<file path="config.mk">
export PLATFORM = sky130hd
export DESIGN_NAME = nbyn_traffic_pe
export DESIGN_NICKNAME = d
export VERILOG_FILES = /design/src/rtl/nbyn_traffic_pe_pkg.sv /design/src/rtl/nbyn_traffic_pe_dest.sv /design/src/rtl/nbyn_traffic_pe.sv
export SDC_FILE = /design/constraint.sdc
export NUM_CORES = 1
export LEC_CHECK = 0
export ABC_AREA = 1
export CAP_MARGIN = 30
export CORE_MARGIN = 1
export CORE_UTILIZATION = 50
export DETAILED_ROUTE_END_ITERATION = 8
export PLACE_DENSITY = 0.8
export SLEW_MARGIN = 20
export SYNTH_ARGS = -nofsm -noshare
export SYNTH_HDL_FRONTEND = slang
export SYNTH_SLANG_ARGS = --single-unit
export TNS_END_PERCENT = 10
</file>
<file path="constraint.sdc">
create_clock -name clk -period 1.7 [get_ports clk]
set_input_delay 0.34 -clock clk [delete_from_list [all_inputs] [get_ports clk]]
set_output_delay 0.34 -clock clk [all_outputs]
set_load 0.02 [all_outputs]
</file>
<file path="src/rtl/nbyn_traffic_pe_pkg.sv">
// Shared packet field layout, widths and FSM state type for the nbyn traffic PE.
// Field macros are guarded so another file can define the same layout without a clash.
`ifndef NBYN_PACKET_FIELDS
`define NBYN_PACKET_FIELDS
`define X_SIZE 2
`define Y_SIZE 2
`define DATA_WIDTH 32
`define SEQ_WIDTH 16
`define TOTAL_WIDTH (`X_SIZE + `Y_SIZE + `DATA_WIDTH)
`define X_LSB 0
`define Y_LSB `X_SIZE
`define DATA_LSB (`X_SIZE + `Y_SIZE)
`endif

package nbyn_traffic_pe_pkg;

  localparam int X_W     = `X_SIZE;
  localparam int Y_W     = `Y_SIZE;
  localparam int DATA_W  = `DATA_WIDTH;
  localparam int SEQ_W   = `SEQ_WIDTH;
  localparam int TOTAL_W = `TOTAL_WIDTH;
  localparam int Y_LSB   = `Y_LSB;
  localparam int D_LSB   = `DATA_LSB;

  typedef enum logic [2:0] {
    S_IDLE,
    S_LOAD,
    S_SEND,
    S_GAP,
    S_DONE
  } pe_state_t;

  // Payload is {src x, src y, seq}, zero-extended on the MSB side.
  function automatic logic [DATA_W-1:0] make_payload(input logic [X_W-1:0]   x,
                                                     input logic [Y_W-1:0]   y,
                                                     input logic [SEQ_W-1:0] seq);
    return DATA_W'({x, y, seq});
  endfunction

endpackage

</file>
<file path="src/rtl/nbyn_traffic_pe_dest.sv">
// Round-robin destination pointer over the mesh, flagging when it points at this node.
module nbyn_dest_gen
  import nbyn_traffic_pe_pkg::*;
#(
  parameter int X_SIZE  = 4,
  parameter int Y_SIZE  = 4,
  parameter int x_coord = 0,
  parameter int y_coord = 0
) (
  input  logic           clk,
  input  logic           rstn,
  input  logic           advance,
  output logic [X_W-1:0] dx,
  output logic [Y_W-1:0] dy,
  output logic           is_self
);

  // A 1x1 mesh has no legal destination, so the self-skip would never terminate.
  if (X_SIZE * Y_SIZE == 1) begin : g_bad_mesh
    $error("nbyn_dest_gen: X_SIZE*Y_SIZE==1 leaves no destination other than this node");
  end

  always_ff @(posedge clk) begin
    if (!rstn) begin
      dx <= '0;
      dy <= '0;
    end else if (advance) begin
      if (dx == X_W'(X_SIZE - 1)) begin
        dx <= '0;
        dy <= (dy == Y_W'(Y_SIZE - 1)) ? '0 : dy + Y_W'(1);
      end else begin
        dx <= dx + X_W'(1);
      end
    end
  end

  assign is_self = (dx == X_W'(x_coord)) && (dy == Y_W'(y_coord));

endmodule

</file>
<file path="src/rtl/nbyn_traffic_pe.sv">
// Traffic-generating PE for an nbyn mesh tile: injects a burst of round-robin packets
// and sinks/validates every packet the switch ejects to this node.
module nbyn_traffic_pe
  import nbyn_traffic_pe_pkg::*;
#(
  parameter int x_coord  = 0,
  parameter int y_coord  = 0,
  parameter int X_SIZE   = 4,
  parameter int Y_SIZE   = 4,
  parameter int NUM_PKTS = 16,
  parameter int GAP      = 2
) (
  input  logic               clk,
  input  logic               rstn,
  input  logic               i_start,
  input  logic [TOTAL_W-1:0] i_data,
  input  logic               i_valid,
  input  logic               i_ready,
  output logic [TOTAL_W-1:0] o_data,
  output logic               o_valid,
  output logic [15:0]        o_tx_count,
  output logic [15:0]        o_rx_count,
  output logic               o_err,
  output logic               o_done
);

  pe_state_t          state, state_n;
  logic [SEQ_W-1:0]   seq, seq_n;
  logic [15:0]        gap_cnt, gap_cnt_n;
  logic [15:0]        tx_count_n;
  logic [TOTAL_W-1:0] data_n;
  logic               valid_n, done_n, advance;
  logic [X_W-1:0]     dx;
  logic [Y_W-1:0]     dy;
  logic               is_self;

  nbyn_dest_gen #(
    .X_SIZE  (X_SIZE),
    .Y_SIZE  (Y_SIZE),
    .x_coord (x_coord),
    .y_coord (y_coord)
  ) u_dest (
    .clk     (clk),
    .rstn    (rstn),
    .advance (advance),
    .dx      (dx),
    .dy      (dy),
    .is_self (is_self)
  );

  always_ff @(posedge clk) begin
    if (!rstn) begin
      state      <= S_IDLE;
      seq        <= '0;
      gap_cnt    <= '0;
      o_tx_count <= '0;
      o_data     <= '0;
      o_valid    <= 1'b0;
      o_done     <= 1'b0;
    end else begin
      state      <= state_n;
      seq        <= seq_n;
      gap_cnt    <= gap_cnt_n;
      o_tx_count <= tx_count_n;
      o_data     <= data_n;
      o_valid    <= valid_n;
      o_done     <= done_n;
    end
  end

  // o_valid is dropped on every transfer, so a stale packet is never offered twice.
  always_comb begin
    state_n    = state;
    seq_n      = seq;
    gap_cnt_n  = gap_cnt;
    tx_count_n = o_tx_count;
    data_n     = o_data;
    valid_n    = o_valid;
    done_n     = o_done;
    advance    = 1'b0;
    case (state)
      S_IDLE, S_DONE: begin
        if (i_start) begin
          state_n    = S_LOAD;
          done_n     = 1'b0;
          tx_count_n = '0;
          seq_n      = '0;
        end
      end
      S_LOAD: begin
        if (is_self) begin
          advance = 1'b1;
        end else begin
          data_n  = {make_payload(X_W'(x_coord), Y_W'(y_coord), seq), dy, dx};
          valid_n = 1'b1;
          state_n = S_SEND;
        end
      end
      S_SEND: begin
        if (i_ready) begin
          tx_count_n = o_tx_count + 16'd1;
          seq_n      = seq + SEQ_W'(1);
          advance    = 1'b1;
          valid_n    = 1'b0;
          gap_cnt_n  = '0;
          if (o_tx_count == 16'(NUM_PKTS - 1)) begin
            done_n  = 1'b1;
            state_n = S_DONE;
          end else if (GAP == 0) begin
            state_n = S_LOAD;
          end else begin
            state_n = S_GAP;
          end
        end
      end
      S_GAP: begin
        if (gap_cnt == 16'(GAP - 1)) begin
          state_n = S_LOAD;
        end else begin
          gap_cnt_n = gap_cnt + 16'd1;
        end
      end
      default: state_n = S_IDLE;
    endcase
  end

  logic unused_rx_payload;
  assign unused_rx_payload = ^i_data[TOTAL_W-1:D_LSB];

  // The switch has no PE-side backpressure, so the sink accepts every valid cycle.
  always_ff @(posedge clk) begin
    if (!rstn) begin
      o_rx_count <= '0;
      o_err      <= 1'b0;
    end else if (i_valid) begin
      if (o_rx_count != 16'hFFFF) begin
        o_rx_count <= o_rx_count + 16'd1;
      end
      if ((i_data[X_W-1:0] != X_W'(x_coord)) ||
          (i_data[Y_LSB+Y_W-1:Y_LSB] != Y_W'(y_coord))) begin
        o_err <= 1'b1;
      end
    end
  end

endmodule

</file>
==> PnR_summary.wiki <==
{| class="wikitable"
! Metric !! Value
|-
| Number of buffers on the longest clock path || 2
|-
| Residual antenna-violating net count after detailed routing || 0
|-
| Worst hold-check path type || flop to flop
|-
| Post-Place Worst Slack || -80.3 ps
|-
| Horizontal extent of the die || 99.8 um
|-
| Final max-slew violation count || 0
|-
| Max rail drop VDD || 0.000626 V
|-
| Later-pin clock latency in the skew report || 360 ps
|-
| Area share of and/or/nand/nor cells after synthesis || 0.333
|-
| Critical Path Source Type || flop
|-
| Final layout net count || 852
|-
| Effective utilization at floorplan || 0.518
|-
| DRT Wirelength || 11300 um
|-
| Maximum clock skew at final layout || 10.0 ps
|-
| Remaining DRCs || 0
|-
| Seq/Total Area, Yosys || 0.393
|-
| Mux cell area share after synthesis || 0
|-
| Most area-hungry cell type in the Yosys netlist || dfxtp_1
|-
| Floorplan Core Area || 0.00924 mm^2
|-
| Number of max-cap violations || 0
|-
| Slowest stage cell, crit path || clkdlybuf4s50_1
|-
| Most common library cell in the layout ignoring fill and taps || nand2_1
|-
| Routability-driven placement congestion ratio || 0.863
|-
| Kind of critical path || flop to output pin
|-
| CP arrival || 1310 ps
|-
| Clock Tree Root || clkbuf_8
|-
| Count of non-filler cells in the finished layout || 936
|-
| Maximum number of pins on one net before global-route repair || 35
|-
| TritonCTS clock tree || built
|-
| I/O Pins || 112
|-
| Final Worst Setup Slack || 50.7 ps
|-
| Top flip-flop cell by instance count after synthesis || dfxtp_1
|-
| Number of vias in the routed layout || 4830
|-
| Starting DRT DRC Count || 177
|-
| Power density over the cells || 993 mW/mm^2
|-
| Dominant combinational cell family by area after synthesis || simple AND/OR/NAND/NOR gates
|-
| Xor/xnor cell area share of the yosys netlist || 0.0128
|-
| Area share of the leading cell type in the synthesized netlist || 0.393
|-
| Most frequent cells in the layout || nand2_1 (171), nor2_1 (107), dfxtp_1 (94)
|-
| Cells along the critical path || clkdlybuf4s50_1
|-
| Mean Syn Cell Area || 6.63 um^2
|-
| Critical path data required time || 1360 ps
|-
| Top achievable clock speed || 0.606 GHz
|-
| Post-synth ARST share || 0
|-
| Setup crit end kind || output pin
|-
| Mapped Area || 0.00478 mm^2
|-
| Count of TritonRoute iterations in the first routing pass || 5
|-
| Slowest cell delay on critical path || 610 ps
|-
| Final Critical Period || 1650 ps
|-
| Number of standard-cell rows in the floorplan || 35
|-
| HPWL reported at the end of detailed placement || 8250 um
|-
| Vert. Die Dim || 99.8 um
|-
| Placed cell count || 920
|-
| Adder and majority cell fraction of the synthesized area || 0.0235
|-
| Compound-cell area share of the yosys netlist || 0.133
|-
| Overall track demand over capacity in global routing || 0.233
|-
| Outcome || completed
|-
| Post-Route Hold Slack || 477 ps
|-
| Clock transition time at the flip-flop clock pins of the worst setup and hold paths || 100 ps
|-
| Routed length per placed instance || 12.0 um
|-
| Share of layout cells above drive strength 1 || 0.0719
|-
| Antenna cells || 0
|-
| Largest cells by area after synthesis || dfxtp_1 (39%), nand2_1 (13%), nor2_1 (8.4%), a21oi_1 (7.9%), nand3_1 (6.2%)
|-
| Die ar. || 0.00996 mm^2
|-
| Leakage power || 0.00281 uW
|-
| Number of flops mapped to enable cells by yosys || 0
|-
| Wire length of the first global-routing pass || 19000 um
|-
| WHS Path Cells || 2
|-
| Count of input and output buffers || 63
|-
| Antenna violations before repair || 0
|-
| Unrepaired setup endpoints after global routing || yes
|-
| Period Utilization, post-route || 0.970
|-
| Number of buffers inserted during clock tree synthesis || 9
|-
| Cell class contributing the biggest share of worst-path delay || buffers and inverters
|-
| Highest net fanout along the worst path || 2
|-
| Mapped Cells || 722
|-
| Number of clock sinks || 94
|-
| Cts hold-fix bufs || 0
|-
| Count of endpoints failing hold in the final timing report || 0
|-
| Via count normalized by instance count || 5.16
|-
| Worst Reg-to-Reg Cells || 9
|-
| Number of register bits inferred by synthesis || 94
|-
| Deepest level of the CTS H-tree || 3
|-
| Yosys Warn Count || 0
|-
| Buf+Inv Stages, Crit Path || 1
|-
| Setup Viol. Count Final || 0
|-
| Number of cells on the critical path || 1
|-
| Total grt overflow || 0
|-
| Vias in the first global route || 4601
|-
| Count of distinct cell types in the synthesized netlist || 30
|-
| Area growth from synthesis to layout || 21.5%
|}
-- metrics by stage --
step,power [uW],TNS (ps),area (um^2),utilization
2_1_floorplan,3760,0,4840,-
3_3_place_gp,4360,-91.2,5620,0.609
3_5_place_dp,4430,-525,5620,0.609
4_1_cts,5840,0,5760,0.624
5_1_grt,6130,-54.4,5810,0.629
6_report,5770,0,5810,0.629
-- Yosys cell counts, drive strengths merged (3+ instances only) --
master,n
buf,28
xnor2,4
o21ai,45
dfxtp,94
xor2,3
nand2,174
nand3,60
nor2,112
nor3,12
o21bai,3
a21oi,76
inv,74
nand4,15
ha,9
clkbuf,7
or2,3
-- cell families after synthesis --
kind of cell / after synthesis
AND/OR/NAND/NOR: 377
AO/OA/AOI/OAI: 125
buffers and inverters: 109
flip-flops: 94
adder cells (fa/ha/maj): 9
XOR/XNOR: 7
other: 1
-- final timing paths --
check	start	to	slack [ps]
worst max-delay path	o_data[13]	o_data[13]	50
worst min-delay path	o_err	o_err	480
worst max register to register	o_rx_count[1]	o_rx_count[4]	110
worst min register to register	o_err	o_err	480
-- flip-flops by register name, summed over array words and instances, names as in the netlist --
| signal | cells |
|---|---|
| o_data | 20 |
| gap_cnt | 16 |
| o_rx_count | 16 |
| o_tx_count | 16 |
| seq | 16 |
| state | 3 |
| u_dest.dx | 2 |
| u_dest.dy | 2 |
| o_done | 1 |
| o_err | 1 |
| o_valid | 1 |
-- tightest hold or removal path, stage by stage, from the launching register on --
cell and delay, ps:
dfxtp_1 340, nor2_1 50, nor2_1 70
-- report_power, final --
group,switching [uW],total [uW],leakage (uW),internal [uW]
combinational,1080,1760,0.00195,676
clock,852,1420,0.0000969,563
sequential,175,2600,0.000760,2420
total,2110,5770,0.00281,3660
-- layer usage --
layer | vias to the layer above | routed length [um] | global-route usage
met3 | 20 | 494 | 0.0404
li1 | 2465 | - | -
met5 | - | 0 | 0
met4 | 0 | 190 | 0.0973
met1 | 2233 | 4840 | 0.258
met2 | 112 | 5730 | 0.437
-- area by class of cell --
type	count	area, um^2
fill	849	3430
clock buffer	9	124
tap	129	161
inverter	74	278
clock inverter	7	60.1
timing repair buffer	89	837
multi-input combinational	534	2470
sequential	94	1880
-- timing repair --
action                     4_1_cts  5_1_grt
gates resized for setup         35       19
setup endpoints to repair       35       39
setup buffers                    0        0
Power figures use the tool's default switching activity.
